**src/rtl/bsg_global_buffer_pkg.sv**
```systemverilog
// Shared types for the global buffer tile: bank grant encoding and the write-queue entry declare macro.
`ifndef BSG_GLOBAL_BUFFER_PKG_SV
`define BSG_GLOBAL_BUFFER_PKG_SV

// The entry width depends on the bank geometry, so each user declares it locally.
`define BSG_GB_WO_ENTRY_S_DECLARE(addr_width_mp, data_width_mp) \
  typedef struct packed { \
    logic [addr_width_mp-1:0] addr; \
    logic [data_width_mp-1:0] data; \
  } bsg_gb_wo_entry_s

package bsg_global_buffer_pkg;

  typedef enum logic [1:0] {
    e_grant_none = 2'd0,
    e_grant_ro   = 2'd1,
    e_grant_wo   = 2'd2,
    e_grant_rw   = 2'd3
  } bsg_gb_grant_e;

  function automatic int unsigned bsg_gb_safe_clog2(input int unsigned x);
    return (x <= 1) ? 1 : $clog2(x);
  endfunction

endpackage

`endif

```
**src/rtl/bsg_global_buffer_bank_sched_if.sv**
```systemverilog
// Request/response and bank-port bundle of the global buffer bank scheduler.
interface bsg_global_buffer_bank_sched_if #(
  parameter int data_width_p = 8,
  parameter int addr_width_p = 4
);
  logic                    ro_v_i;
  logic [addr_width_p-1:0] ro_addr_i;
  logic                    ro_data_v_o;
  logic [data_width_p-1:0] ro_data_o;

  logic                    wo_v_i;
  logic [addr_width_p-1:0] wo_addr_i;
  logic [data_width_p-1:0] wo_data_i;
  logic                    wo_ready_o;

  logic                    rw_v_i;
  logic                    rw_w_i;
  logic [addr_width_p-1:0] rw_addr_i;
  logic [data_width_p-1:0] rw_data_i;
  logic                    rw_yumi_o;
  logic                    rw_data_v_o;
  logic [data_width_p-1:0] rw_data_o;

  logic                    mem_v_o;
  logic                    mem_w_o;
  logic [addr_width_p-1:0] mem_addr_o;
  logic [data_width_p-1:0] mem_data_o;
  logic [data_width_p-1:0] mem_data_i;

  // master: requesters plus the bank; slave: the scheduler
  modport master (
    output ro_v_i, ro_addr_i, wo_v_i, wo_addr_i, wo_data_i,
           rw_v_i, rw_w_i, rw_addr_i, rw_data_i, mem_data_i,
    input  ro_data_v_o, ro_data_o, wo_ready_o, rw_yumi_o, rw_data_v_o, rw_data_o,
           mem_v_o, mem_w_o, mem_addr_o, mem_data_o
  );

  modport slave (
    input  ro_v_i, ro_addr_i, wo_v_i, wo_addr_i, wo_data_i,
           rw_v_i, rw_w_i, rw_addr_i, rw_data_i, mem_data_i,
    output ro_data_v_o, ro_data_o, wo_ready_o, rw_yumi_o, rw_data_v_o, rw_data_o,
           mem_v_o, mem_w_o, mem_addr_o, mem_data_o
  );
endinterface

```
**src/rtl/bsg_global_buffer_bank_sched_wq.sv**
```systemverilog
// Circular write queue for the wo stream; pointers/count reset asynchronously, storage is not reset.
module bsg_global_buffer_bank_sched_wq
  import bsg_global_buffer_pkg::*;
#(
  parameter int els_p   = 4,
  parameter int width_p = 8
) (
  input  logic               clk_i,
  input  logic               reset_n_i,
  input  logic               enq_v_i,
  input  logic [width_p-1:0] enq_data_i,
  input  logic               deq_v_i,
  output logic [width_p-1:0] head_o,
  output logic               empty_o,
  output logic               full_o
);
  localparam int ptr_w_lp = bsg_gb_safe_clog2(els_p);
  localparam int cnt_w_lp = bsg_gb_safe_clog2(els_p + 1);
  localparam logic [ptr_w_lp-1:0] last_ptr_lp = ptr_w_lp'(els_p - 1);
  localparam logic [cnt_w_lp-1:0] full_cnt_lp = cnt_w_lp'(els_p);

  logic [width_p-1:0]  mem_r [els_p];
  logic [ptr_w_lp-1:0] wptr_r, rptr_r;
  logic [cnt_w_lp-1:0] count_r;
  logic                enq, deq;

  assign full_o  = (count_r == full_cnt_lp);
  assign empty_o = (count_r == '0);
  assign enq     = enq_v_i & ~full_o;
  assign deq     = deq_v_i & ~empty_o;
  assign head_o  = mem_r[rptr_r];

  always_ff @(posedge clk_i or negedge reset_n_i) begin
    if (!reset_n_i) begin
      wptr_r  <= '0;
      rptr_r  <= '0;
      count_r <= '0;
    end else begin
      if (enq) wptr_r <= (wptr_r == last_ptr_lp) ? '0 : wptr_r + ptr_w_lp'(1);
      if (deq) rptr_r <= (rptr_r == last_ptr_lp) ? '0 : rptr_r + ptr_w_lp'(1);
      if (enq && !deq)      count_r <= count_r + cnt_w_lp'(1);
      else if (deq && !enq) count_r <= count_r - cnt_w_lp'(1);
    end
  end

  always_ff @(posedge clk_i) begin
    if (enq) mem_r[wptr_r] <= enq_data_i;
  end

endmodule

```
**src/rtl/bsg_global_buffer_bank_sched.sv**
```systemverilog
// Single-port bank scheduler: ro > (starved rw) > queued wo > rw.
// Optional rw age guard compiled in with BSG_GB_BANK_SCHED_STARVE_GUARD_EN.
module bsg_global_buffer_bank_sched
  import bsg_global_buffer_pkg::*;
#(
  parameter int data_width_p   = 8,
  parameter int bank_els_p     = 16,
  parameter int wo_fifo_els_p  = 4,
  parameter int starve_limit_p = 8
) (
  input  logic                           clk_i,
  input  logic                           reset_n_i,
  bsg_global_buffer_bank_sched_if.slave  bus
);
  localparam int bank_addr_width_lp = bsg_gb_safe_clog2(bank_els_p);

  `BSG_GB_WO_ENTRY_S_DECLARE(bank_addr_width_lp, data_width_p);

  bsg_gb_wo_entry_s              enq_entry, head_entry;
  bsg_gb_grant_e                 grant_p0;
  logic                          wq_empty, wq_full;
  logic                          starved;
  logic                          rw_yumi;
  logic                          mem_v, mem_w;
  logic [bank_addr_width_lp-1:0] mem_addr;
  logic [data_width_p-1:0]       mem_data;
  logic                          ro_vld_p1, rw_vld_p1;

  assign enq_entry.addr = bus.wo_addr_i;
  assign enq_entry.data = bus.wo_data_i;

  bsg_global_buffer_bank_sched_wq #(
    .els_p   (wo_fifo_els_p),
    .width_p ($bits(bsg_gb_wo_entry_s))
  ) wq (
    .clk_i      (clk_i),
    .reset_n_i  (reset_n_i),
    .enq_v_i    (bus.wo_v_i),
    .enq_data_i (enq_entry),
    .deq_v_i    (grant_p0 == e_grant_wo),
    .head_o     (head_entry),
    .empty_o    (wq_empty),
    .full_o     (wq_full)
  );

`ifdef BSG_GB_BANK_SCHED_STARVE_GUARD_EN
  localparam int starve_w_lp = bsg_gb_safe_clog2(starve_limit_p + 1);
  localparam logic [starve_w_lp-1:0] starve_max_lp = starve_w_lp'(starve_limit_p);

  logic [starve_w_lp-1:0] starve_cnt_r;

  assign starved = (starve_cnt_r == starve_max_lp);

  always_ff @(posedge clk_i or negedge reset_n_i) begin
    if (!reset_n_i)                     starve_cnt_r <= '0;
    else if (!bus.rw_v_i || rw_yumi)    starve_cnt_r <= '0;
    else if (!starved)                  starve_cnt_r <= starve_cnt_r + starve_w_lp'(1);
  end
`else
  assign starved = 1'b0;
`endif

  // stage p0: grant arbitration and bank port drive
  always_comb begin
    grant_p0 = e_grant_none;
    if (!reset_n_i)                   grant_p0 = e_grant_none;
    else if (bus.ro_v_i)              grant_p0 = e_grant_ro;
    else if (starved && bus.rw_v_i)   grant_p0 = e_grant_rw;
    else if (!wq_empty)               grant_p0 = e_grant_wo;
    else if (bus.rw_v_i)              grant_p0 = e_grant_rw;
  end

  always_comb begin
    mem_v    = 1'b0;
    mem_w    = 1'b0;
    mem_addr = '0;
    mem_data = '0;
    unique case (grant_p0)
      e_grant_ro: begin
        mem_v    = 1'b1;
        mem_addr = bus.ro_addr_i;
      end
      e_grant_wo: begin
        mem_v    = 1'b1;
        mem_w    = 1'b1;
        mem_addr = head_entry.addr;
        mem_data = head_entry.data;
      end
      e_grant_rw: begin
        mem_v    = 1'b1;
        mem_w    = bus.rw_w_i;
        mem_addr = bus.rw_addr_i;
        mem_data = bus.rw_data_i;
      end
      default: ;
    endcase
  end

  assign rw_yumi        = (grant_p0 == e_grant_rw);
  assign bus.rw_yumi_o  = rw_yumi;
  assign bus.wo_ready_o = ~wq_full;
  assign bus.mem_v_o    = mem_v;
  assign bus.mem_w_o    = mem_w;
  assign bus.mem_addr_o = mem_addr;
  assign bus.mem_data_o = mem_data;

  // stage p1: one-cycle read response valids, aligned with bank read data
  always_ff @(posedge clk_i or negedge reset_n_i) begin
    if (!reset_n_i) begin
      ro_vld_p1 <= 1'b0;
      rw_vld_p1 <= 1'b0;
    end else begin
      ro_vld_p1 <= (grant_p0 == e_grant_ro);
      rw_vld_p1 <= (grant_p0 == e_grant_rw) & ~bus.rw_w_i;
    end
  end

  assign bus.ro_data_v_o = ro_vld_p1;
  assign bus.rw_data_v_o = rw_vld_p1;
  assign bus.ro_data_o   = reset_n_i ? bus.mem_data_i : '0;
  assign bus.rw_data_o   = reset_n_i ? bus.mem_data_i : '0;

endmodule

```
**src/flat_wrapper.sv**
```systemverilog
// flat-port wrapper written by rule: the top's interface ports become plain ports
module bsg_global_buffer_bank_sched_flat import bsg_global_buffer_pkg::*;
#(
  parameter int data_width_p   = 8,
  parameter int bank_els_p     = 16,
  parameter int wo_fifo_els_p  = 4,
  parameter int starve_limit_p = 8
)
  (clk_i, reset_n_i, bus_ro_v_i, bus_ro_addr_i, bus_wo_v_i, bus_wo_addr_i, bus_wo_data_i, bus_rw_v_i, bus_rw_w_i, bus_rw_addr_i, bus_rw_data_i, bus_mem_data_i, bus_ro_data_v_o, bus_ro_data_o, bus_wo_ready_o, bus_rw_yumi_o, bus_rw_data_v_o, bus_rw_data_o, bus_mem_v_o, bus_mem_w_o, bus_mem_addr_o, bus_mem_data_o);
  bsg_global_buffer_bank_sched_if #(.data_width_p(data_width_p), .addr_width_p(4)) bus_i ();
  input  logic clk_i;
  input  logic reset_n_i;
  input wire logic [$bits(bus_i.ro_v_i)-1:0] bus_ro_v_i;
  input wire logic [$bits(bus_i.ro_addr_i)-1:0] bus_ro_addr_i;
  input wire logic [$bits(bus_i.wo_v_i)-1:0] bus_wo_v_i;
  input wire logic [$bits(bus_i.wo_addr_i)-1:0] bus_wo_addr_i;
  input wire logic [$bits(bus_i.wo_data_i)-1:0] bus_wo_data_i;
  input wire logic [$bits(bus_i.rw_v_i)-1:0] bus_rw_v_i;
  input wire logic [$bits(bus_i.rw_w_i)-1:0] bus_rw_w_i;
  input wire logic [$bits(bus_i.rw_addr_i)-1:0] bus_rw_addr_i;
  input wire logic [$bits(bus_i.rw_data_i)-1:0] bus_rw_data_i;
  input wire logic [$bits(bus_i.mem_data_i)-1:0] bus_mem_data_i;
  output wire logic [$bits(bus_i.ro_data_v_o)-1:0] bus_ro_data_v_o;
  output wire logic [$bits(bus_i.ro_data_o)-1:0] bus_ro_data_o;
  output wire logic [$bits(bus_i.wo_ready_o)-1:0] bus_wo_ready_o;
  output wire logic [$bits(bus_i.rw_yumi_o)-1:0] bus_rw_yumi_o;
  output wire logic [$bits(bus_i.rw_data_v_o)-1:0] bus_rw_data_v_o;
  output wire logic [$bits(bus_i.rw_data_o)-1:0] bus_rw_data_o;
  output wire logic [$bits(bus_i.mem_v_o)-1:0] bus_mem_v_o;
  output wire logic [$bits(bus_i.mem_w_o)-1:0] bus_mem_w_o;
  output wire logic [$bits(bus_i.mem_addr_o)-1:0] bus_mem_addr_o;
  output wire logic [$bits(bus_i.mem_data_o)-1:0] bus_mem_data_o;
  assign bus_i.ro_v_i = bus_ro_v_i;
  assign bus_i.ro_addr_i = bus_ro_addr_i;
  assign bus_i.wo_v_i = bus_wo_v_i;
  assign bus_i.wo_addr_i = bus_wo_addr_i;
  assign bus_i.wo_data_i = bus_wo_data_i;
  assign bus_i.rw_v_i = bus_rw_v_i;
  assign bus_i.rw_w_i = bus_rw_w_i;
  assign bus_i.rw_addr_i = bus_rw_addr_i;
  assign bus_i.rw_data_i = bus_rw_data_i;
  assign bus_i.mem_data_i = bus_mem_data_i;
  assign bus_ro_data_v_o = bus_i.ro_data_v_o;
  assign bus_ro_data_o = bus_i.ro_data_o;
  assign bus_wo_ready_o = bus_i.wo_ready_o;
  assign bus_rw_yumi_o = bus_i.rw_yumi_o;
  assign bus_rw_data_v_o = bus_i.rw_data_v_o;
  assign bus_rw_data_o = bus_i.rw_data_o;
  assign bus_mem_v_o = bus_i.mem_v_o;
  assign bus_mem_w_o = bus_i.mem_w_o;
  assign bus_mem_addr_o = bus_i.mem_addr_o;
  assign bus_mem_data_o = bus_i.mem_data_o;
  bsg_global_buffer_bank_sched #(.data_width_p(data_width_p), .bank_els_p(bank_els_p), .wo_fifo_els_p(wo_fifo_els_p), .starve_limit_p(starve_limit_p)) u_core (.clk_i(clk_i), .reset_n_i(reset_n_i), .bus(bus_i));
endmodule
```
**config.mk**
```make
export PLATFORM = sky130hd
export DESIGN_NAME = bsg_global_buffer_bank_sched_flat
export DESIGN_NICKNAME = d
export VERILOG_FILES = /design/src/rtl/bsg_global_buffer_pkg.sv /design/src/rtl/bsg_global_buffer_bank_sched_if.sv /design/src/rtl/bsg_global_buffer_bank_sched_wq.sv /design/src/rtl/bsg_global_buffer_bank_sched.sv /design/src/flat_wrapper.sv
export SDC_FILE = /design/constraint.sdc
export NUM_CORES = 1
export LEC_CHECK = 0
export ABC_AREA = 1
export ABC_CLOCK_PERIOD_IN_PS = 5200
export CORE_MARGIN = 1
export CORE_UTILIZATION = 35
export DETAILED_ROUTE_END_ITERATION = 10
export GPL_TIMING_DRIVEN = 1
export PLACE_DENSITY = 0.71
export SKIP_LAST_GASP = 1
export SLEW_MARGIN = 40
export SYNTH_ARGS = -nofsm -noshare
export SYNTH_HDL_FRONTEND = slang
export SYNTH_SLANG_ARGS = --single-unit
export TNS_END_PERCENT = 5
```
**constraint.sdc**
```tcl
create_clock -name clk_i -period 5.2 [get_ports clk_i]
set_input_delay 0.52 -clock clk_i [delete_from_list [all_inputs] [get_ports clk_i]]
set_output_delay 0.52 -clock clk_i [all_outputs]
set_load 0.01 [all_outputs]
```
==> reports/results.txt <==
Core ar.: 7690 sq um
HPWL Detailed: 4020 microns
largest cells by area after synthesis: edfxtp_1 52%, nand2_1 14%, dfrtp_1 8.1%, nand3_1 6.0%, inv_1 5.3%
largest net degree at the start of global routing: 28
Yosys top cell by area: edfxtp_1
dpl cell area: 3550 sq um
async set or reset register ratio after synthesis: 0.158
fill cell total of the finished layout: 714
RR Startpoint: u_core.wq.count_r[0]
grt ovf: 0
Die Wd: 91.0 microns
Clock Sinks: 57
Post-synth top flop: edfxtp_1
final net count: 405
clock root buffer: clkbuf_8
Vert. Die Dim: 91.0 microns
RSZ-0062 raised after global routing: false
Routed WL per cell: 12.7 microns
PostCTS Resize Cnt: 0
vias in the first global route: 2014
fmax: 317 MHz
Slowest-stage cell, CP: clkdlybuf4s50_1
max_cap viols: 0
crit-path max FO: 23
reg2reg end: u_core.wq.count_r[1]
Final ANT Viol Nets: 0
worst ir drop on vdd: 0.000221 V
Seq/Total Area, Yosys: 0.601
# H-tree levels: 3
CTS tree: built
I/O pins: 76
Area growth syn-to-layout: 35.5%
cell count of the worst reg-to-reg path: 8
Slew Viols, Final: 0
WP buf/inv: 4
CP peak stage delay: 0.53 ns
syn avg cell area: 9.69 sq um
final period utilization: 0.606
first-pass GRT wire length: 9870 microns
dpl cells: 447
DR iter-0 viols: 127
syn nets: 335
worst reg2reg setup slack: 2.99 ns
num rows: 32
via count: 2077
setup TNS: 0 ns
Top delay family on crit path: buffers and inverters
synthesis-stage register bit count: 57
Ys Warns: 0
most frequent CP cell: nand2_1
Syn Inst Count: 286
Worst Path Required: 4.68 ns
initial antenna violation count: 0
CP Cell Sequence: clkdlybuf4s50_1, buf_4, nand2_2, a21oi_4, nand2_1, nand2_1, inv_1, nand2_1, clkdlybuf4s50_1
Cell Area, Synth: 2770 sq um
Clock Latency Late Sink: 0.33 ns
Pleak: 1.60 nW
endpoints failing setup: 0
Critical Path AT: 2.63 ns
count leader, synth: nand2_1
Die ar.: 8280 sq um
Residual DRC: 1
min-delay worst type: input pin to async pin
diode count: 0
Clock Skew: 0.00820 ns
Hold Fails Final Rpt: 0
Slew HR: 0.525
CTS clk-pin slew, worst paths: 0.06 ns
Worst Setup End Kind: output port
Hold Buf Count CTS: 0
gpl congestion: 0.804
pwr dens: 440 nW/um^2
outcome: finished, violations left
crit start category: input pin
Max Root-Sink Buffers: 2
Pre-Repair DR Iteration Count: 7
Total Wirelength: 5870 microns
failing checks: DRC
vias per cell: 4.50
critical path depth in cells: 9
share of layout cells above drive strength 1: 0.0833
worst setup path category: input pin to output port
EDFF count, synth: 48
overall routing resource usage: 0.157
post-CTS setup buffer count: 0
library cells used by synthesis: 27
Final min period: 3.15 ns
initial core utilization: 0.361
Slew @ Worst Pin: 0.712 ns
post-route insts no fill: 462
post-synth top area share: 0.520
PortBufs: 75
CTS Buf Count: 9
most frequent cells after synthesis: 103 x nand2_1, 48 x edfxtp_1, 39 x inv_1, 33 x nand3_1, 10 x buf_4
post-route cell area: 3760 sq um
## cells by family (layout without fill, tap and decap cells)
kind of cell               Yosys count  count (layout)  synth area share
xor gates and xnor gates             2               2           0.00632
DFF                                 57              57             0.601
adders and majority gates            7               7            0.0343
buffers and inverters               60             134             0.102
and+or+nand+nor                    151             151             0.233
AOI/OAI and AO/OA                    8               8            0.0185
muxes                                1               1           0.00406
## registers in the layout (all words and copies together) (netlist names)
signal / flops
u_core.wq.wptr_r: 2
u_core.wq.count_r: 3
u_core.bus.rw_data_v_o: 1
u_core.wq.mem_r: 48
u_core.bus.ro_data_v_o: 1
u_core.wq.rptr_r: 2
## layout make-up
cell class	count	area, sq um	area share
clock buffer	9	124	0.0330
clock inverter	6	83.8	0.0223
inverter	42	158	0.0420
multi-input combinational	169	830	0.221
sequential	57	1670	0.444
tap	102	128	0.0340
timing repair buffer	77	766	0.204
## through the flow
step,setup WS [ns],power (mW),util,hold WS (ns)
global placement,2.06,1.21,0.460,0.576
CTS,1.92,1.67,0.488,0.523
detailed placement,2.03,1.24,0.461,0.581
finish,2.05,1.65,0.489,0.528
global route,1.79,1.77,0.489,0.562
floorplan,3.12,1.03,-,0.224
## worst max-delay path by stage
stage | from | end | slack [ns]
2_1_floorplan | bus_ro_v_i | u_core.wq.count_r[1] | 3.12
3_3_place_gp | reset_n_i | bus_mem_data_o[4] | 2.06
3_5_place_dp | reset_n_i | bus_mem_addr_o[3] | 2.03
4_1_cts | u_core.wq.rptr_r[0] | bus_mem_addr_o[1] | 1.92
5_1_grt | reset_n_i | bus_mem_addr_o[0] | 1.79
6_report | reset_n_i | bus_mem_addr_o[3] | 2.05
## power breakdown
part | internal, mW | switching, mW
registers | 0.606 | 0.0887
clock network | 0.265 | 0.165
logic | 0.224 | 0.305
total | 1.09 | 0.558
## placed cells by master (no fill, tap or decap), drive strengths merged
cell             n
nand4            4
fa               1
nor3             1
inv             42
a21oi            3
ha               6
nand3           34
clkbuf           9
clkinv           4
xor2             1
clkdlybuf4s50   75
nand2          104
buf              2
xnor2            1
mux2             1
nand3b           1
edfxtp          48
o21ai            5
bufinv           2
nor2             7
dfrtp            9
## worst reg2reg max path, delay by kind of cell (launching register included)
family | cells | cell delay (ns)
multiplexers | 1 | 0.27
adder cells (fa/ha/maj) | 2 | 0.63
buffers and inverters | 2 | 0.23
AND/OR/NAND/NOR | 3 | 0.51
flip-flops | 1 | 0.45
## layer usage
metal	part of all wire	global-route usage	vias up	wire [microns]
met2	0.47	0.256	77	2770
met3	0.058	0.0318	11	340
met4	0.022	0.0794	0	127
met5	0	0	-	0
met1	0.45	0.198	939	2640
li1	-	-	1050	-
Note: power is estimated with default switching activity, not from simulation.
